### config.mk
export PLATFORM = sky130hd
export DESIGN_NAME = flick_sequencer
export DESIGN_NICKNAME = d
export VERILOG_FILES = /design/src/rtl/flasher_pkg.sv /design/src/rtl/seq_cmd_fifo.sv /design/src/rtl/flick_sequencer.sv
export SDC_FILE = /design/constraint.sdc
export NUM_CORES = 1
export LEC_CHECK = 0
export CAP_MARGIN = 20
export CORE_MARGIN = 4
export CORE_UTILIZATION = 25
export CTS_CLUSTER_SIZE = 25
export DETAILED_ROUTE_END_ITERATION = 8
export SYNTH_ARGS = -nofsm -noshare
export SYNTH_HDL_FRONTEND = slang
export SYNTH_SLANG_ARGS = --single-unit
### constraint.sdc
create_clock -name clk -period 8.55 [get_ports clk]
set_input_delay 1.2825 -clock clk [delete_from_list [all_inputs] [get_ports clk]]
set_output_delay 1.2825 -clock clk [all_outputs]
set_load 0.01 [all_outputs]
### src/rtl/flasher_pkg.sv
// Shared types and defaults for the bound_flasher stimulus sequencer.
// Holds the sequencer state encoding and lamp bar width.
package flasher_pkg;

    typedef enum logic [1:0] {
        IDLE,
        DRIVE,
        WAIT_DARK
    } seq_state_t;

    localparam int LAMP_W    = 16;
    localparam int CNT_W_DEF = 8;
    localparam int DEPTH_DEF = 4;

endpackage

### src/rtl/seq_cmd_fifo.sv
// Synchronous command FIFO with occupancy count and flush.
// Head entry is presented combinationally on dout.
module seq_cmd_fifo #(
    parameter  int W     = 9,
    parameter  int DEPTH = 4,
    localparam int AW    = $clog2(DEPTH),
    localparam int CW    = $clog2(DEPTH + 1)
) (
    input  logic          clk,
    input  logic          reset,
    input  logic          push,
    input  logic          pop,
    input  logic          flush,
    input  logic [W-1:0]  din,
    output logic [W-1:0]  dout,
    output logic [CW-1:0] count
);

    logic [W-1:0]  mem [DEPTH];
    logic [AW-1:0] rd_ptr;
    logic [AW-1:0] wr_ptr;
    logic          do_push;
    logic          do_pop;

    assign do_push = push && (count != CW'(DEPTH));
    assign do_pop  = pop && (count != '0);
    assign dout    = mem[rd_ptr];

    always_ff @(posedge clk) begin
        if (do_push && !flush)
            mem[wr_ptr] <= din;
    end

    always_ff @(posedge clk or posedge reset) begin
        if (reset) begin
            rd_ptr <= '0;
            wr_ptr <= '0;
            count  <= '0;
        end else if (flush) begin
            rd_ptr <= '0;
            wr_ptr <= '0;
            count  <= '0;
        end else begin
            if (do_push)
                wr_ptr <= wr_ptr + 1'b1;
            if (do_pop)
                rd_ptr <= rd_ptr + 1'b1;
            if (do_push && !do_pop)
                count <= count + 1'b1;
            else if (!do_push && do_pop)
                count <= count - 1'b1;
        end
    end

endmodule

### src/rtl/flick_sequencer.sv
// Queued (level, duration) command player driving flick for bound_flasher.
// Duration 0 holds the level until the lamp bar has gone dark.
module flick_sequencer
    import flasher_pkg::*;
#(
    parameter int CNT_W = CNT_W_DEF,
    parameter int DEPTH = DEPTH_DEF
) (
    input  logic              clk,
    input  logic              reset,
    input  logic              cmd_valid,
    output logic              cmd_ready,
    input  logic              cmd_level,
    input  logic [CNT_W-1:0]  cmd_cycles,
    input  logic              abort,
    input  logic [LAMP_W-1:0] lamp,
    output logic              flick,
    output logic              busy,
    output logic              done
);

    localparam int CW = $clog2(DEPTH + 1);

    seq_state_t       state;
    logic [CNT_W-1:0] remaining;
    logic [CNT_W:0]   head;
    logic [CW-1:0]    count;
    logic             head_level;
    logic [CNT_W-1:0] head_cycles;
    logic             push;
    logic             load;
    logic             step_done;

    assign cmd_ready   = (count != CW'(DEPTH));
    assign push        = cmd_valid && cmd_ready && !abort;
    assign head_level  = head[CNT_W];
    assign head_cycles = head[CNT_W-1:0];
    assign busy        = (state != IDLE) || (count != '0);

    seq_cmd_fifo #(
        .W     (CNT_W + 1),
        .DEPTH (DEPTH)
    ) u_fifo (
        .clk   (clk),
        .reset (reset),
        .push  (push),
        .pop   (load),
        .flush (abort),
        .din   ({cmd_level, cmd_cycles}),
        .dout  (head),
        .count (count)
    );

    always_comb begin
        step_done = 1'b0;
        unique case (state)
            DRIVE:     step_done = (remaining == '0);
            WAIT_DARK: step_done = (lamp == '0);
            default:   step_done = 1'b0;
        endcase
    end

    // Chaining on step completion keeps back-to-back steps gap-free.
    assign load = !abort && (count != '0)
                  && ((state == IDLE) || step_done);

    always_ff @(posedge clk or posedge reset) begin
        if (reset) begin
            state     <= IDLE;
            remaining <= '0;
            flick     <= 1'b0;
            done      <= 1'b0;
        end else begin
            done <= 1'b0;
            if (abort) begin
                state     <= IDLE;
                remaining <= '0;
                flick     <= 1'b0;
            end else if (load) begin
                flick <= head_level;
                if (head_cycles != '0) begin
                    state     <= DRIVE;
                    remaining <= head_cycles - 1'b1;
                end else begin
                    state     <= WAIT_DARK;
                    remaining <= '0;
                end
            end else if (step_done) begin
                state <= IDLE;
                flick <= 1'b0;
                done  <= 1'b1;
            end else if (state == DRIVE) begin
                remaining <= remaining - 1'b1;
            end
        end
    end

endmodule

Word-level counts from Yosys, hierarchy flattened
Memories as Yosys holds them, arrays and structs flattened. Index checks and enable logic that the tools add are counted.

Flip-flop bits (word level): 19. Bits in writable memories: 36. Input port bits: 29. Output and inout bits: 4. Word-level logic and storage cells: 69. Memories kept: 1.

Add/subtract/negate cells: 6. Eq/ne operators: 4. Muxes and demuxes: 25. Reduce and logical (&&, ||, !) cells: 26.

Memory list: u_fifo.mem (words 4, bits a word 9, read ports 1, clocked after memory_dff 0, wr ports 1, RTL line seq_cmd_fifo.sv:19) `logic [W-1:0] mem [DEPTH];`.

Operators with widths (count): $mux 8 (5); $logic_not 16->1 (1); $mux 2 (8); $sub 8x1->8 const B (2); $reduce_bool 3->1 (4); $logic_and 1x1->1 (9); $mux 3 (3); $logic_not 8->1 (1); $mux 1 (8); $reduce_bool 8->1 (1); $reduce_bool 2->1 (3); $add 2x1->2 const B (2); $add 3x1->3 const B (1); $logic_not 1->1 (3); $ne 3x2->1 const B (1); $ne 3x3->1 const B (1); $sub 3x1->3 const B (1); $eq 2x1->1 const B (1); $eq 2x2->1 const B (1); $logic_not 2->1 (1); $logic_or 1x1->1 (2); $pmux 1 s2 (1); $reduce_and 2->1 (1).

Logic depth before layout (Yosys ltp)
Gate-level depths: netlist of the first run.

Depth in word-level cells: 9. Mapped depth: 12. Depth with buffers taken out: 12.

By module
From an unflattened synthesis of the first run, not the netlist that was laid out.

Cells, all modules: 252. Area total of the unflattened synthesis: 3085.5 µm².

Modules (own cells, without submodules): seq_cmd_fifo (times used 1, cells an instance 110, area an instance 1869.3 µm², sequential area each 1256.2 µm²); flick_sequencer (times used 1, cells an instance 142, area an instance 1216.2 µm², sequential area each 300.3 µm²).

Least setup slack after synthesis of the first run
Ideal clock, no wire load.

Kind: in2reg. From: input lamp[3]. To: register u_fifo.count[2]. Setup time: 0.125 ns. Arrival: 3.853 ns. Data required time: 8.425 ns. Path slack: 4.572 ns. Cell stages on the path: 10. Path buffers: 0. Cell sequence: or4_1 > or4_4 > o21ai_4 > nand2_4 > nor2_1 > nor3_1 > fa_1 > nand4_1 > a21boi_0 > mux2_2.

Cells in the longest elaborated chain, start to end: 9.

Ends and longest elaborated chain: start: declaration (RTL line flick_sequencer.sv:16) `input logic [LAMP_W-1:0] lamp,`; $logic_not 16->1 * (RTL line flick_sequencer.sv:58) `WAIT_DARK: step_done = (lamp == '0);`; $pmux 1 s2 * (RTL line flick_sequencer.sv:56) `unique case (state)`; $logic_or 1x1->1 * (RTL line flick_sequencer.sv:65) `&& ((state == IDLE) || step_done);`; $logic_and 1x1->1 * (RTL line flick_sequencer.sv:65); $logic_and 1x1->1 * (RTL line seq_cmd_fifo.sv:26) `assign do_pop = pop && (count != '0);`; $logic_not 1->1 (RTL line seq_cmd_fifo.sv:48) `if (do_push && !do_pop)`; $logic_and 1x1->1 (RTL line seq_cmd_fifo.sv:48); $mux 3 (RTL line seq_cmd_fifo.sv:48); $mux 3 (RTL line seq_cmd_fifo.sv:39) `end else if (flush) begin`; end signal: assignment (RTL line seq_cmd_fifo.sv:49) `count <= count + 1'b1;`; end signal: assignment (RTL line seq_cmd_fifo.sv:51) `count <= count - 1'b1;`; end: declaration (RTL line seq_cmd_fifo.sv:16) `output logic [CW-1:0] count`.

Every way passes the cells marked *; elsewhere a longest branch is shown, timed or not. A chain may end at the register's enable or synchronous reset.

Worst setup path in the final report of the first run
Ends and elaborated chain as after synthesis.

==> results of run 1 <==
==> state kept, by name, indices dropped and copies added (netlist names) <==
| signal | count |
|---|---|
| done | 1 |
| flick | 1 |
| remaining | 8 |
| state | 2 |
| u_fifo.count | 3 |
| u_fifo.mem | 36 |
| u_fifo.rd_ptr | 2 |
| u_fifo.wr_ptr | 2 |
==> cells by family (layout without fill, tap and decap cells) <==
logic type,after synthesis,count (layout)
mux,13,13
compound gates,22,22
buf+inv,19,53
flops,55,55
xor+xnor,15,15
simple gates,73,73
fa+ha+maj,11,11
==> power breakdown <==
group	internal, mW	total [mW]	switching, mW
combinational	0.162	0.332	0.170
clock	0.0587	0.147	0.0886
sequential	0.320	0.360	0.0397
==> layout by cell type, fill, tap and decap left out, types with 2 or more instances in the layout <==
cell,synthesis,layout
or4_1,3,3
edfxtp_1,36,36
nor3_1,5,5
clkbuf_8,0,5
mux4_2,8,8
nand4_1,2,2
xnor2_1,11,11
nor2_1,19,19
xor2_1,4,4
inv_1,13,13
nand2b_1,3,3
dfrtp_1,19,19
ha_1,10,10
nor3b_1,4,4
o32ai_1,5,5
mux2_1,2,2
and2_1,5,5
o2bb2ai_1,2,2
nor4_1,6,6
or4_4,2,2
nand2_1,10,10
clkdlybuf4s50_1,0,32
or3_1,2,2
a21boi_0,2,2
nand3_1,5,5
a21oi_1,5,5
==> final timing paths <==
| check | cells past startpoint | slack [ns] | to | start |
|---|---|---|---|---|
| max | 11 | 4.24 | u_fifo.count[2] | lamp[3] |
| min | 1 | 0.54 | state[0] | state[0] |
| max reg2reg | 12 | 5.40 | u_fifo.count[2] | state[0] |
| min reg2reg | 1 | 0.54 | state[0] | state[0] |
| min in group asynchronous | 2 | 1.38 | u_fifo.wr_ptr[1] | reset |
| max in group asynchronous | 2 | 6.72 | u_fifo.rd_ptr[1] | reset |
==> per-layer routing <==
| layer | track usage, % | part of all wire, % |
|---|---|---|
| met3 | 2.193 | 4.4 |
| met4 | 2.163 | 0.99 |
| met5 | 0 | 0 |
| met2 | 14.34 | 49 |
| met1 | 11.44 | 46 |
==> cell type report <==
cell class	instances	area, um2	area share (%)
Clock buffer	5	68.82	2.078
Inverter	13	48.80	1.473
Tap cell	140	175.2	5.289
Multi-Input combinational cell	134	1120	33.81
Sequential cell	55	1556	47.00
Timing Repair Buffer	32	320.3	9.671
Clock inverter	3	22.52	0.6800
==> results.cfg, run 1 <==
[status]
status = completed

[route]
drt_first_pass_iters = 4
drt_iter0_markers = 43
totalWireLength_um = 5351
avgViaCountPerCell = 4.490
routedWlPerCell_um = 14.01
antenna_left = 0
vias = 1715
route.detailed.drc = 0

[hold_path]
holdCritPathClass = reg -> reg

[clock_tree]
cts_resized = 0
clk_latency_ns = 0.31
cts-buffers-inserted = 5
postCtsSetupBuffers = 0
cts-root-buf = clkbuf_8
hold_buffers = 0
path_clk_slew_ns = 0.10
cts_tree = done
cts.sink_count = 55
clock_path_buffers = 2
htree_levels = 2

[global_routing]
grt_max_degree = 26
grt.total_usage_pct = 8.677
grt_pass1_wl_um = 8970
grt_pass1_vias = 1761
antenna_found_initial = 0
gr-total-overflow = 0

[floorplan]
die_w_um = 113
die_y_um = 113
coreArea_um2 = 10790
fp-row-count = 38
ioPinCount = 33
start_util_pct = 25.54
die_area_um2 = 12770

[synth]
synth_commonest_cells = edfxtp_1 (36), dfrtp_1 (19), nor2_1 (19)
synth_top_family_by_area = simple AND/OR/NAND/NOR gates
synth_compound_area_share_pct = 6.310
yosys.area.top_type = edfxtp_1
async_flop_share_pct = 34.55
ys_seq_elements = 55
synth_xor_xnor_area_share_pct = 4.766
synth_nets = 248
synth_fa_ha_area_share_pct = 5.266
netlist_instances = 208
ys_types = 46
synth.top_cell.area_share_pct = 39.22
synth.area.top_cells = edfxtp_1 (39%), dfrtp_1 (17%), mux4_2 (6.5%)
yosysWarnings = 0
yosys.area_share.simple_pct = 15.21
synth_edf_count = 36
ys.flop_type = edfxtp_1
yosysSeqAreaShare_pct = 56.47
synthMuxAreaShare_pct = 9.079
yosysMostFrequentCell = edfxtp_1
syn_area_per_cell_um2 = 13.25
syn_area_um2 = 2756

[finish]
nFillCells = 1084
fin_util_pct = 30.69
drive_gt1_share_pct = 9.917
antenna_cells = 0
nets = 281
syn2layout_area_growth_pct = 20.15
layout.cells.non_filler = 382
design_area_um2 = 3312

[sta]
skew_ns = 0.009291
drv_slew = 0
final-hold-violation-count = 0
clock.fmax_ghz = 0.2319
fin_ws_ns = 4.237
grt_setup_unrepaired = no
worst_pin_slew_ns = 0.8810
setup_violations = 0
holdWs_ns = 0.5355
layout_min_cycle_time_ns = 4.313
finalSetupTns_ns = 0
period_share_pct = 50.44
slew_headroom_pct = 41.08

[power]
powerDensity_nw_per_um2 = 253.2
p_total_uw = 838.7
ir_worst_vdd_v = 0.0001019
p_leak_nw = 1.150

[place]
gp_congestion = 0.7968
dp_cells = 374
io_buffer_count = 32
dp_hpwl_um = 3926
placed_cell_area_um2 = 3221
preCtsSetupSlack_ns = 3.907

[critical_path]
critPathLaunchType = input port
crit_type = in -> reg
path_cells = clkdlybuf4s50_1, or4_1, or4_4, o21ai_4, nand2_4, nor2_1, nor3_1, fa_1, nand4_1, a21boi_0, mux2_2
path_max_fanout = 9
cpMaxStageDelayCell = or4_1
end_kind = register
required_ns = 8.76
cpLargestDelayFamily = simple AND/OR/NAND/NOR gates
max_stage_delay_ns = 0.55
cp.arrival_ns = 4.52
cp_num_buf_inv = 1

[flow_run]
cap_violations = 0
No activity file was read; power rests on OpenSTA's default activity.
==> inputs of run 2 (changes only) <==
==> constraint.sdc (replaced) <==
create_clock -name clk -period 3.5 [get_ports clk]
set_input_delay 0.525 -clock clk [delete_from_list [all_inputs] [get_ports clk]]
set_output_delay 0.525 -clock clk [all_outputs]
set_load 0.01 [all_outputs]
==> run 2 against run 1 <==
  * Sequential power up 140%
  * Power up 150%
  * Non-clock buffer count up 5
  * Flip-flop and latch count unchanged
  * Register-to-register slack worse by 4.8 ns
  * Clock power up 140%
  * Wire length down 2.0%
  * Sequential share of layout area down 0.49 points
  * Utilization up 0.32 points
  * Global-route usage about the same
  * Critical path depth unchanged
  * Highest routed layer unchanged
==> results.cfg, run 2 (synthesis gave the netlist of run 1 again) <==
[clock_tree]
cts.sink_count = 55
path_clk_slew_ns = 0.10
clock_path_buffers = 2
clk_latency_ns = 0.31
cts_tree = done
postCtsSetupBuffers = 0
cts_resized = 0
hold_buffers = 0
cts-root-buf = clkbuf_8
htree_levels = 2
cts-buffers-inserted = 5

[sta]
holdWs_ns = 0.5438
slew_headroom_pct = 52.54
drv_slew = 0
layout_min_cycle_time_ns = 3.307
final-hold-violation-count = 0
skew_ns = 0.01240
worst_pin_slew_ns = 0.7111
setup_violations = 0
clock.fmax_ghz = 0.3024
period_share_pct = 94.48
grt_setup_unrepaired = no

[finish]
drive_gt1_share_pct = 11.34
final_cell_mix = edfxtp_1 (36), clkdlybuf4s50_1 (32), nor2_1 (19), dfrtp_1 (19), inv_1 (13)
nets = 286
largest_register = u_fifo.mem
syn2layout_area_growth_pct = 21.43
antenna_cells = 0
nFillCells = 1090
top_regs = u_fifo.mem x36, remaining x8, u_fifo.count x3
layout.cells.non_filler = 387
final_common_cell = edfxtp_1
largest_reg_flops = 36

[route]
totalWireLength_um = 5245
drt_first_pass_iters = 4
drt_iter0_markers = 68
route.detailed.drc = 0
avgViaCountPerCell = 4.540
antenna_left = 0
vias = 1757
routedWlPerCell_um = 13.55

[power]
powerDensity_nw_per_um2 = 619.1
ir_worst_vdd_v = 0.0002046
p_leak_nw = 1.171

[hold_path]
hp-start = state[0]
holdCritPathClass = reg -> reg

[place]
io_buffer_count = 32
gp_congestion = 0.7909
dp_hpwl_um = 3874
dp_cells = 379

[floorplan]
die_y_um = 113
coreArea_um2 = 10790
fp-row-count = 38
start_util_pct = 25.54
ioPinCount = 33
die_area_um2 = 12770
die_w_um = 113

[global_routing]
grt_max_degree = 20
gr-total-overflow = 0
antenna_found_initial = 0
grt_pass1_wl_um = 9073
grt_pass1_vias = 1815
grt.total_usage_pct = 8.723

[critical_path]
path_max_fanout = 2
r2r_slack_ns = 0.58
end_kind = register
r2r-start = state[0]
cp.arrival_ns = 3.51
crit_type = in -> reg
critPathLaunchType = input port
required_ns = 3.71
critPathLaunch = lamp[3]
worstRegToRegCells = 12
reg2reg_to = u_fifo.count[2]
cp-endpoint = u_fifo.count[2]

[flow_run]
cap_violations = 0

[status]
status = completed
## run 2: changes by cell type in the layout (fill, tap and decap cells not counted), sizes merged
| cell | delta |
|---|---|
| inv | -1 |
| clkinv | +1 |
| buf | +5 |
## run 2: report_power, final
group | internal [mW] | switching (mW)
sequential | 0.782 | 0.0893
combinational | 0.423 | 0.432
clock | 0.140 | 0.206
## run 2: area by class of cell
cell class | instances | area, um2 | share of cell area, %
Timing Repair Buffer | 37 | 357.8 | 10.69
Multi-Input combinational cell | 134 | 1120 | 33.46
Tap cell | 140 | 175.2 | 5.234
Inverter | 13 | 48.80 | 1.458
Clock buffer | 5 | 68.82 | 2.056
Sequential cell | 55 | 1556 | 46.50
Clock inverter | 3 | 20.02 | 0.5981
## run 2: worst min-delay path by stage
stage	endpoint	slack (ns)	depth (start not counted)
global route	flick	0.58	1
CTS	state[0]	0.54	1
finish	state[0]	0.54	1
floorplan	done	0.48	1
global placement	state[0]	0.51	1
detailed placement	state[0]	0.51	1
## run 2: metal layers
| layer | wire length (um) | global-route usage [%] | share of wire, % | vias to the layer above |
|---|---|---|---|---|
| li1 | - | - | - | 850 |
| met1 | 2397 | 11.41 | 46 | 859 |
| met2 | 2552 | 14.53 | 49 | 44 |
| met3 | 265 | 2.246 | 5.1 | 4 |
| met4 | 29 | 2.083 | 0.55 | 0 |
| met5 | 0 | 0 | 0 | - |
## run 2: worst max-delay path: stages
cell	delay [ns]
clkdlybuf4s50_1	0.42
or4_1	0.55
or4_4	0.51
o21ai_4	0.20
nand2_4	0.06
nor2_1	0.13
nor3_1	0.08
fa_1	0.40
nand4_1	0.08
a21boi_0	0.22
mux2_2	0.35
## run 2: per-stage QoR
| stage | power, mW | setup TNS, ns | instance area, um2 | setup slack (ns) | util [%] |
|---|---|---|---|---|---|
| 2_1_floorplan | 1.501 | 0 | 2756 | 0.2799 | - |
| 3_3_place_gp | 1.729 | -0.07083 | 3258 | -0.07083 | 30.19 |
| 5_1_grt | 2.221 | 0 | 3347 | 0.06119 | 31.01 |
| 3_5_place_dp | 1.741 | -0.1143 | 3258 | -0.1143 | 30.19 |
| 4_1_cts | 2.094 | 0 | 3347 | 0.2078 | 31.01 |
| 6_report | 2.072 | 0 | 3347 | 0.1931 | 31.01 |
==> inputs of run 3 (changes only) <==
--- a/config.mk
+++ b/config.mk
@@ -7,9 +7,10 @@
 export LEC_CHECK = 0
 export CAP_MARGIN = 20
 export CORE_MARGIN = 4
-export CORE_UTILIZATION = 25
+export CORE_UTILIZATION = 50
 export CTS_CLUSTER_SIZE = 25
 export DETAILED_ROUTE_END_ITERATION = 8
+export PLACE_DENSITY = 0.76
 export SYNTH_ARGS = -nofsm -noshare
 export SYNTH_HDL_FRONTEND = slang
 export SYNTH_SLANG_ARGS = --single-unit
==> run 3 against run 2 <==
  * Via count down 1.9%
  * Hold slack worse by 0.014 ns
  * Sequential power decreased by 2%
  * Clock power increased by 3%
  * Non-clock buffer count increased by 1
  * Utilization grew 31 points
  * Critical path depth stayed put
  * Combinational power increased by 2.3%
  * Fmax down 0.30%
  * Setup slack got worse by 0.010 ns
  * Die area down 47%
  * Count of clock-buffer cells in the layout did not move
==> results.cfg, run 3 (synthesis gave the netlist of run 1 again) <==
[place]
preCtsSetupSlack_ns = -0.1422
io_buffer_count = 32
gp_congestion = 0.8127
dp_hpwl_um = 3754

[sta]
final-hold-violation-count = 0
setup_violations = 0
clock.fmax_ghz = 0.3015
slew_headroom_pct = 52.41
period_share_pct = 94.77
fin_ws_ns = 0.1831
skew_ns = 0.005257
drv_slew = 0
grt_setup_unrepaired = no
worst_pin_slew_ns = 0.7130
holdWs_ns = 0.5297
layout_min_cycle_time_ns = 3.317

[clock_tree]
cts_tree = done
cts_resized = 0
hold_buffers = 0
cts.sink_count = 55
clk_latency_ns = 0.31
clock_path_buffers = 2
postCtsSetupBuffers = 0
cts-root-buf = clkbuf_8
cts-buffers-inserted = 5
path_clk_slew_ns = 0.10
htree_levels = 2

[power]
p_total_mw = 2.087
powerDensity_nw_per_um2 = 638.0
ir_worst_vdd_v = 0.0003897
p_leak_nw = 1.175

[critical_path]
end_kind = register
crit_type = in -> reg
critPathLaunchType = input port
cp.arrival_ns = 3.52
path_max_fanout = 2
required_ns = 3.70

[finish]
drive_gt1_share_pct = 12.10
top_regs = u_fifo.mem x36, remaining x8, u_fifo.count x3
final_common_cell = edfxtp_1
nets = 287
largest_reg_flops = 36
antenna_cells = 0
fin_util_pct = 62.45
final_cell_mix = edfxtp_1 (36), clkdlybuf4s50_1 (32), nor2_1 (19), dfrtp_1 (19), inv_1 (13)
syn2layout_area_growth_pct = 18.66
nFillCells = 418
largest_register = u_fifo.mem

[route]
route.detailed.drc = 0
drt_first_pass_iters = 4
avgViaCountPerCell = 5.421
antenna_left = 0
totalWireLength_um = 4985
vias = 1724
drt_iter0_markers = 56
routedWlPerCell_um = 15.68

[status]
status = completed

[floorplan]
start_util_pct = 52.63
coreArea_um2 = 5238
die_area_um2 = 6765
die_w_um = 82.25
fp-row-count = 26
die_y_um = 82.25
ioPinCount = 33

[global_routing]
antenna_found_initial = 0
grt_pass1_vias = 1811
gr-total-overflow = 0
grt_max_degree = 20
grt.total_usage_pct = 16.51
grt_pass1_wl_um = 8231

[flow_run]
cap_violations = 0

[hold_path]
holdCritPathClass = reg -> reg
## run 3: metal layers
layer | wire [um] | share of wire [%] | vias up | global-route usage [%]
met1 | 2051 | 41 | 831 | 18.42
met5 | 0 | 0 | - | 0
met2 | 2618 | 53 | 31 | 30.37
met4 | 76 | 1.5 | 0 | 5.814
met3 | 239 | 4.8 | 8 | 4.013
li1 | - | - | 854 | -
## run 3: worst max-delay path: stages
cell and delay (ns):
clkdlybuf4s50_1 0.41, or4_1 0.55, or4_4 0.51, o21ai_4 0.18, nand2_4 0.06, nor2_1 0.14
nor3_1 0.08, fa_1 0.41, nand4_1 0.08, a21boi_0 0.22, mux2_2 0.36
## run 3: path summary, 6_finish.rpt
check	start	to	slack, ns	cells past startpoint
hold reg to reg	state[0]	state[0]	0.53	1
max in group asynchronous	reset	remaining[4]	2.43	2
min in group asynchronous	reset	u_fifo.count[0]	0.62	2
hold / removal	state[0]	state[0]	0.53	1
setup reg to reg	state[0]	u_fifo.count[2]	0.59	12
setup / recovery	lamp[3]	u_fifo.count[2]	0.18	11
## run 3: report_power, final
part / internal [mW] / switching [mW]
combinational: 0.432 / 0.443
clock: 0.143 / 0.213
sequential: 0.782 / 0.0722
## run 3: stage by stage
| stage | TNS, ns | instances | cell area [um2] |
|---|---|---|---|
| after detailed placement | -0.1422 | 310 | 3178 |
| after global routing | 0 | 318 | 3271 |
| after global placement | -0.05465 | 310 | 3178 |
| after floorplan | 0 | 208 | 2756 |
| after CTS | 0 | 318 | 3271 |
| final | 0 | 318 | 3271 |
## run 3: cell type report
| cell class | instances | area, um2 | area share, % |
|---|---|---|---|
| clock inverters | 3 | 23.77 | 0.7269 |
| well taps | 70 | 87.58 | 2.678 |
| clock buffers | 5 | 68.82 | 2.104 |
| repair buffers | 38 | 365.4 | 11.17 |
| flip-flops and latches | 55 | 1556 | 47.59 |
| inverters | 13 | 48.80 | 1.492 |
| multi-input cells | 134 | 1120 | 34.24 |
